File: src/rtl/branch_predict_unit_pkg.sv
// Shared constants and PC field helpers for the branch predict unit.
package branch_predict_unit_pkg;

  localparam int unsigned ENTRIES = 16;
  localparam int unsigned IDX_W   = $clog2(ENTRIES);
  localparam int unsigned TAG_W   = 30 - IDX_W;

  localparam logic [31:0] PC_INC = 32'd4;

  // 2-bit BHT states; only WT and ST predict taken.
  localparam logic [1:0] SNT = 2'b00;
  localparam logic [1:0] WNT = 2'b01;
  localparam logic [1:0] WT  = 2'b10;
  localparam logic [1:0] ST  = 2'b11;

  function automatic logic [IDX_W-1:0] pc_idx(logic [31:0] pc);
    return pc[IDX_W+1:2];
  endfunction

  function automatic logic [TAG_W-1:0] pc_tag(logic [31:0] pc);
    return pc[31:IDX_W+2];
  endfunction

endpackage

File: src/rtl/branch_predict_unit_if.sv
// Fetch-side lookup, EX-side resolution and statistics signals of the predictor.
interface branch_predict_unit_if;

  logic [31:0] cpc;
  logic        prediction;
  logic [31:0] control_pc;

  logic        ex_valid;
  logic        ex_is_branch;
  logic [31:0] ex_pc;
  logic        ex_taken;
  logic [31:0] ex_target;
  logic        ex_pred;
  logic [31:0] ex_pred_pc;
  logic        halt_happen;

  logic        flush;
  logic [31:0] pc_branch;
  logic [31:0] br_count;
  logic [31:0] mis_count;

  modport master (
    output cpc, ex_valid, ex_is_branch, ex_pc, ex_taken, ex_target, ex_pred, ex_pred_pc,
           halt_happen,
    input  prediction, control_pc, flush, pc_branch, br_count, mis_count
  );

  modport slave (
    input  cpc, ex_valid, ex_is_branch, ex_pc, ex_taken, ex_target, ex_pred, ex_pred_pc,
           halt_happen,
    output prediction, control_pc, flush, pc_branch, br_count, mis_count
  );

endinterface

File: src/rtl/branch_predict_unit_sat_counter2.sv
// 2-bit saturating up/down counter with load and synchronous reset value.
module sat_counter2 #(
  parameter logic [1:0] ResetVal = 2'b01
) (
  input  logic       clk,
  input  logic       rst,
  input  logic       en,
  input  logic       up,
  input  logic       load,
  input  logic [1:0] load_val,
  output logic [1:0] cnt
);

  logic [1:0] cnt_q, cnt_d;

  always_comb begin
    cnt_d = cnt_q;
    if (en) begin
      if (load) begin
        cnt_d = load_val;
      end else if (up) begin
        if (cnt_q != 2'b11) cnt_d = cnt_q + 2'b01;
      end else begin
        if (cnt_q != 2'b00) cnt_d = cnt_q - 2'b01;
      end
    end
  end

  always_ff @(posedge clk) begin
    if (rst) cnt_q <= ResetVal;
    else     cnt_q <= cnt_d;
  end

  assign cnt = cnt_q;

endmodule

File: src/rtl/branch_predict_unit.sv
// Direct-mapped BTB with per-entry 2-bit BHT: fetch lookup, EX resolution and training.
module branch_predict_unit (
  input  logic                 clk,
  input  logic                 rst,
  branch_predict_unit_if.slave bus
);
  import branch_predict_unit_pkg::*;

  logic [ENTRIES-1:0] valid_q;
  logic [TAG_W-1:0]   tag_q [ENTRIES];
  logic [31:0]        tgt_q [ENTRIES];
  logic [1:0]         bht   [ENTRIES];
  logic [31:0]        br_q, br_d, mis_q, mis_d;

  // Lookup reads registered state only, so a same-cycle update is seen next cycle.
  logic [IDX_W-1:0] rd_idx;
  logic             rd_hit;
  logic             pred;

  assign rd_idx = pc_idx(bus.cpc);
  assign rd_hit = valid_q[rd_idx] && (tag_q[rd_idx] == pc_tag(bus.cpc));
  assign pred   = rd_hit && bht[rd_idx][1];

  assign bus.prediction = pred;
  assign bus.control_pc = pred ? tgt_q[rd_idx] : bus.cpc + PC_INC;

  logic mis;
  logic live;

  assign live = bus.ex_valid && !rst;

  always_comb begin
    mis           = 1'b0;
    bus.flush     = 1'b0;
    bus.pc_branch = '0;
    if (bus.ex_is_branch) begin
      mis = (bus.ex_taken != bus.ex_pred) ||
            (bus.ex_taken && bus.ex_pred && (bus.ex_target != bus.ex_pred_pc));
    end else begin
      mis = bus.ex_pred;
    end
    if (live) begin
      bus.flush     = mis;
      bus.pc_branch = (bus.ex_is_branch && bus.ex_taken) ? bus.ex_target : bus.ex_pc + PC_INC;
    end
  end

  logic             train;
  logic [IDX_W-1:0] wr_idx;
  logic             wr_hit;

  assign train  = bus.ex_valid && !bus.halt_happen && !rst;
  assign wr_idx = pc_idx(bus.ex_pc);
  assign wr_hit = valid_q[wr_idx] && (tag_q[wr_idx] == pc_tag(bus.ex_pc));

  always_ff @(posedge clk) begin
    if (rst) begin
      valid_q <= '0;
      for (int i = 0; i < int'(ENTRIES); i++) begin
        tag_q[i] <= '0;
        tgt_q[i] <= '0;
      end
    end else if (train) begin
      if (bus.ex_is_branch && bus.ex_taken) begin
        valid_q[wr_idx] <= 1'b1;
        tag_q[wr_idx]   <= pc_tag(bus.ex_pc);
        tgt_q[wr_idx]   <= bus.ex_target;
      end else if (!bus.ex_is_branch && bus.ex_pred) begin
        valid_q[wr_idx] <= 1'b0;
      end
    end
  end

  // A taken branch that misses the BTB starts its fresh entry at weak-taken.
  for (genvar g = 0; g < int'(ENTRIES); g++) begin : g_bht
    sat_counter2 #(
      .ResetVal (WNT)
    ) u_ctr (
      .clk      (clk),
      .rst      (rst),
      .en       (train && bus.ex_is_branch && (wr_idx == IDX_W'(g))),
      .up       (bus.ex_taken),
      .load     (bus.ex_taken && !wr_hit),
      .load_val (WT),
      .cnt      (bht[g])
    );
  end

  always_comb begin
    br_d  = br_q;
    mis_d = mis_q;
    if (bus.ex_valid && !bus.halt_happen) begin
      if (bus.ex_is_branch && (br_q != '1)) br_d = br_q + 32'd1;
      if (mis && (mis_q != '1))             mis_d = mis_q + 32'd1;
    end
  end

  always_ff @(posedge clk) begin
    if (rst) begin
      br_q  <= '0;
      mis_q <= '0;
    end else begin
      br_q  <= br_d;
      mis_q <= mis_d;
    end
  end

  assign bus.br_count  = br_q;
  assign bus.mis_count = mis_q;

endmodule

File: src/flat_wrapper.sv
// flat-port wrapper written by rule: the top's interface ports become plain ports
module branch_predict_unit_flat import branch_predict_unit_pkg::*;
  (clk, rst, bus_cpc, bus_ex_valid, bus_ex_is_branch, bus_ex_pc, bus_ex_taken, bus_ex_target, bus_ex_pred, bus_ex_pred_pc, bus_halt_happen, bus_prediction, bus_control_pc, bus_flush, bus_pc_branch, bus_br_count, bus_mis_count);
  branch_predict_unit_if bus_i ();
  input  logic clk;
  input  logic rst;
  input wire logic [$bits(bus_i.cpc)-1:0] bus_cpc;
  input wire logic [$bits(bus_i.ex_valid)-1:0] bus_ex_valid;
  input wire logic [$bits(bus_i.ex_is_branch)-1:0] bus_ex_is_branch;
  input wire logic [$bits(bus_i.ex_pc)-1:0] bus_ex_pc;
  input wire logic [$bits(bus_i.ex_taken)-1:0] bus_ex_taken;
  input wire logic [$bits(bus_i.ex_target)-1:0] bus_ex_target;
  input wire logic [$bits(bus_i.ex_pred)-1:0] bus_ex_pred;
  input wire logic [$bits(bus_i.ex_pred_pc)-1:0] bus_ex_pred_pc;
  input wire logic [$bits(bus_i.halt_happen)-1:0] bus_halt_happen;
  output wire logic [$bits(bus_i.prediction)-1:0] bus_prediction;
  output wire logic [$bits(bus_i.control_pc)-1:0] bus_control_pc;
  output wire logic [$bits(bus_i.flush)-1:0] bus_flush;
  output wire logic [$bits(bus_i.pc_branch)-1:0] bus_pc_branch;
  output wire logic [$bits(bus_i.br_count)-1:0] bus_br_count;
  output wire logic [$bits(bus_i.mis_count)-1:0] bus_mis_count;
  assign bus_i.cpc = bus_cpc;
  assign bus_i.ex_valid = bus_ex_valid;
  assign bus_i.ex_is_branch = bus_ex_is_branch;
  assign bus_i.ex_pc = bus_ex_pc;
  assign bus_i.ex_taken = bus_ex_taken;
  assign bus_i.ex_target = bus_ex_target;
  assign bus_i.ex_pred = bus_ex_pred;
  assign bus_i.ex_pred_pc = bus_ex_pred_pc;
  assign bus_i.halt_happen = bus_halt_happen;
  assign bus_prediction = bus_i.prediction;
  assign bus_control_pc = bus_i.control_pc;
  assign bus_flush = bus_i.flush;
  assign bus_pc_branch = bus_i.pc_branch;
  assign bus_br_count = bus_i.br_count;
  assign bus_mis_count = bus_i.mis_count;
  branch_predict_unit u_core (.clk(clk), .rst(rst), .bus(bus_i));
endmodule
File: config.mk
export PLATFORM = sky130hd
export DESIGN_NAME = branch_predict_unit_flat
export DESIGN_NICKNAME = d
export VERILOG_FILES = /design/src/rtl/branch_predict_unit_pkg.sv /design/src/rtl/branch_predict_unit_if.sv /design/src/rtl/branch_predict_unit_sat_counter2.sv /design/src/rtl/branch_predict_unit.sv /design/src/flat_wrapper.sv
export SDC_FILE = /design/constraint.sdc
export NUM_CORES = 2
export LEC_CHECK = 0
export CORE_AREA = 2 2 315 317
export CTS_CLUSTER_SIZE = 25
export DETAILED_ROUTE_END_ITERATION = 10
export DIE_AREA = 0 0 317 319
export GPL_ROUTABILITY_DRIVEN = 0
export GPL_TIMING_DRIVEN = 0
export PLACE_DENSITY_LB_ADDON = 0.08
export SETUP_SLACK_MARGIN = 0.1
export SLEW_MARGIN = 30
export SYNTH_ARGS = -nofsm -noshare
export SYNTH_HDL_FRONTEND = slang
export SYNTH_SLANG_ARGS = --single-unit
export TNS_END_PERCENT = 20
File: constraint.sdc
create_clock -name clk -period 6.5 [get_ports clk]
set_input_delay 0.975 -clock clk [delete_from_list [all_inputs] [get_ports clk]]
set_output_delay 0.975 -clock clk [all_outputs]
set_load 0.1 [all_outputs]
==> run metrics <==
hold_buf cts 0; Final min period 6.61 ns; pwr dens 260 nW/µm²; VDD IR-drop max 0.218 mV; clock latency on the worst-skew pair 0.71 ns; Initial DRT Pass Iterations 5; CTS tree built; total clock sinks 1040; final net count 4425; top cells by count, synth 928 x edfxtp_1, 823 x and2_1, 363 x mux4_2, 268 x clkbuf_1, 244 x nor2_1; via/cell ratio 6.80; HP Class reg2reg; final worst setup slack -0.111 ns; Net Count, Synth 4051; worst endpoint required time 5.52 ns; met1 usage 0.550; Seq/Total Area, Yosys 0.564; Fin Clk Skew 0.0270 ns; die width 317 µm; hpwl dp 141 mm; Cells after DPL 5455; grt ovf 0; cell area after synthesis 53400 µm²; Rows 115; vias 38600; Initial Util 0.547; fin area 62200 µm²; Least-Margin Pin Slew 1.16 ns; antenna-violating nets left 0; CTS Buffer Depth 3; GR Layer Usage met2 0.581; met3 Use GR 0.138; Inserted Clock Buffers 110; synth unique cells 79; failing checks negative setup slack; Routed WL per cell 36.1 µm; initial antenna violation count 14; crit path capture type primary output; Placeable Area 97700 µm²; Tot GR Track Use 0.408; Yosys warning count 0; Startpoint Class primary input; top-count cell post-synth edfxtp_1; async set-or-reset flop fraction in the synthesized netlist 0; Slew headroom 0.227; Synth Register Bits 1040; critical path class in2out; final wirelength 205 mm; H-tree depth reported by CTS 3; Most Used Layer, Global Route met2; P_leak 21.4 nW; fin crit share 1.02; setup repair after global routing missed its margin yes; initial DRC count 6701; global-route wire length before repair 283 mm; WHS 0.496 ns; Main synth FF type edfxtp_1; Die Y-Extent 319 µm; Max Slew Vio Count 0; # setup viols final 3; Die ar. 101000 µm²; largest net degree at the start of global routing 33; Worst-path clk slew 0.06 ns; Post-Syn Area per Cell 13.7 µm²; crit path DAT 5.64 ns; area grow syn2layout 16.5%; Post-Synthesis Cells 3908; Final Instance Count excl. Fillers 5667; Yosys top cell area share 0.522; max-cap violations 0; top cell type by total area after synthesis edfxtp_1; share of layout cells above drive strength 1 0.190; outcome finished, violations left; Max Clock Freq 151 MHz; number of global-route vias before repair 37100; Root Buffer clkbuf_16; Top Ports 265; Residual DRC 0; Hold Vio Cnt, Final 0; top post-synthesis cells by area edfxtp_1 52%, mux4_2 15%, and2_1 9.6%; Post-synth EDFFs 928; Placed Area 58300 µm²; Max FO, Critical Path 8; # port buffers 223
## metrics by stage
| step | TNS, ns | power (mW) | util | setup slack (ns) |
|---|---|---|---|---|
| floorplan | 0 | 8.93 | - | 0.0544 |
| global placement | -1378.45 | 9.73 | 0.586 | -3.72 |
| detailed placement | -90.16 | 9.78 | 0.596 | -2.72 |
| CTS | 0 | 16.1 | 0.636 | 0.00621 |
| global route | -0.118 | 16.5 | 0.637 | -0.0677 |
| finish | -0.177 | 16.2 | 0.637 | -0.111 |
## flip-flops by register name, summed over array words and instances (netlist names), named ones only
register and cells:
u_core.g_bht.u_ctr.cnt 32, u_core.bus.br_count 32, u_core.tag_q 416, u_core.bus.mis_count 32, u_core.tgt_q 512
## power breakdown
| group | internal (mW) | total [mW] | switching [mW] |
|---|---|---|---|
| Combinational | 0.735 | 2.06 | 1.33 |
| Clock | 3.70 | 6.46 | 2.76 |
| Sequential | 7.56 | 7.68 | 0.117 |
| Total | 12.0 | 16.2 | 4.21 |
## path summary, 6_finish.rpt
kind,from,end,slack [ns],depth (start not counted)
worst max-delay path,bus_ex_pc[4],bus_pc_branch[26],-0.11,11
worst min register to register,register,register,0.50,2
worst max register to register,u_core.tag_q[7][19]$_SDFFCE_PN0P_,u_core.g_bht[13].u_ctr.cnt[0]$_SDFFE_PP1P_,2.54,10
worst min-delay path,register,register,0.50,2
## routing by layer
| layer | routed length [µm] | vias up |
|---|---|---|
| li1 | - | 15300 |
| met1 | 72600 | 19400 |
| met2 | 87700 | 3272 |
| met3 | 31300 | 622 |
| met4 | 13100 | 4 |
| met5 | 23 | - |
## logic make-up after synthesis
family	after synthesis	synth area share
flip-flops	1040	0.564
buffers and inverters	410	0.0337
AO/OA/AOI/OAI	274	0.0351
XOR/XNOR	190	0.0311
AND/OR/NAND/NOR	1500	0.158
adder cells (fa/ha/maj)	8	0.00187
multiplexers	486	0.177
## cell usage in the layout, fill, tap and decap left out, types with 28 or more instances in the layout
| cell type | n |
|---|---|
| edfxtp_1 | 928 |
| clkbuf_1 | 264 |
| and2_1 | 823 |
| buf_2 | 39 |
| dfxtp_1 | 112 |
| nand4_1 | 47 |
| xor2_1 | 99 |
| clkbuf_16 | 115 |
| xnor2_1 | 85 |
| clkdlybuf4s50_1 | 162 |
| mux4_2 | 363 |
| mux2i_1 | 87 |
| inv_1 | 42 |
| and3_1 | 33 |
| nand2_1 | 110 |
| nor3_1 | 70 |
| buf_6 | 30 |
| nor2_1 | 224 |
| a22oi_1 | 28 |
| nand3_1 | 71 |
| o21ai_0 | 48 |
| a21oi_1 | 67 |
## critical path, stage by stage
cell and delay [ns]:
clkdlybuf4s50_1 0.62, and2_1 0.17, clkbuf_1 0.63, nand2_1 0.48
nor2_1 0.29, nand2_1 0.12, nor3_2 0.47, and3_1 0.24
xnor2_1 0.27, a211oi_1 0.71, clkdlybuf4s15_2 0.65
## layout make-up
type                       instances  area, µm²
antenna                           11       27.5
buffer                           365       1870
clock buffer                     141       3020
clock inverter                    58        582
fill                            7305      35500
inverter                          45        169
multi-input combinational       2458      21900
sequential                      1040      30100
tap                             1287       1610
timing repair buffer             262       2970
## what timing repair did
action                                  4_1_cts  5_1_grt
pin swaps                                     2        1
resized for setup                           328       52
endpoints found under the setup margin       54       51
endpoints found under the hold margin         0        0
setup buffers                                 2        0
Note: power is estimated with default switching activity, not from simulation.
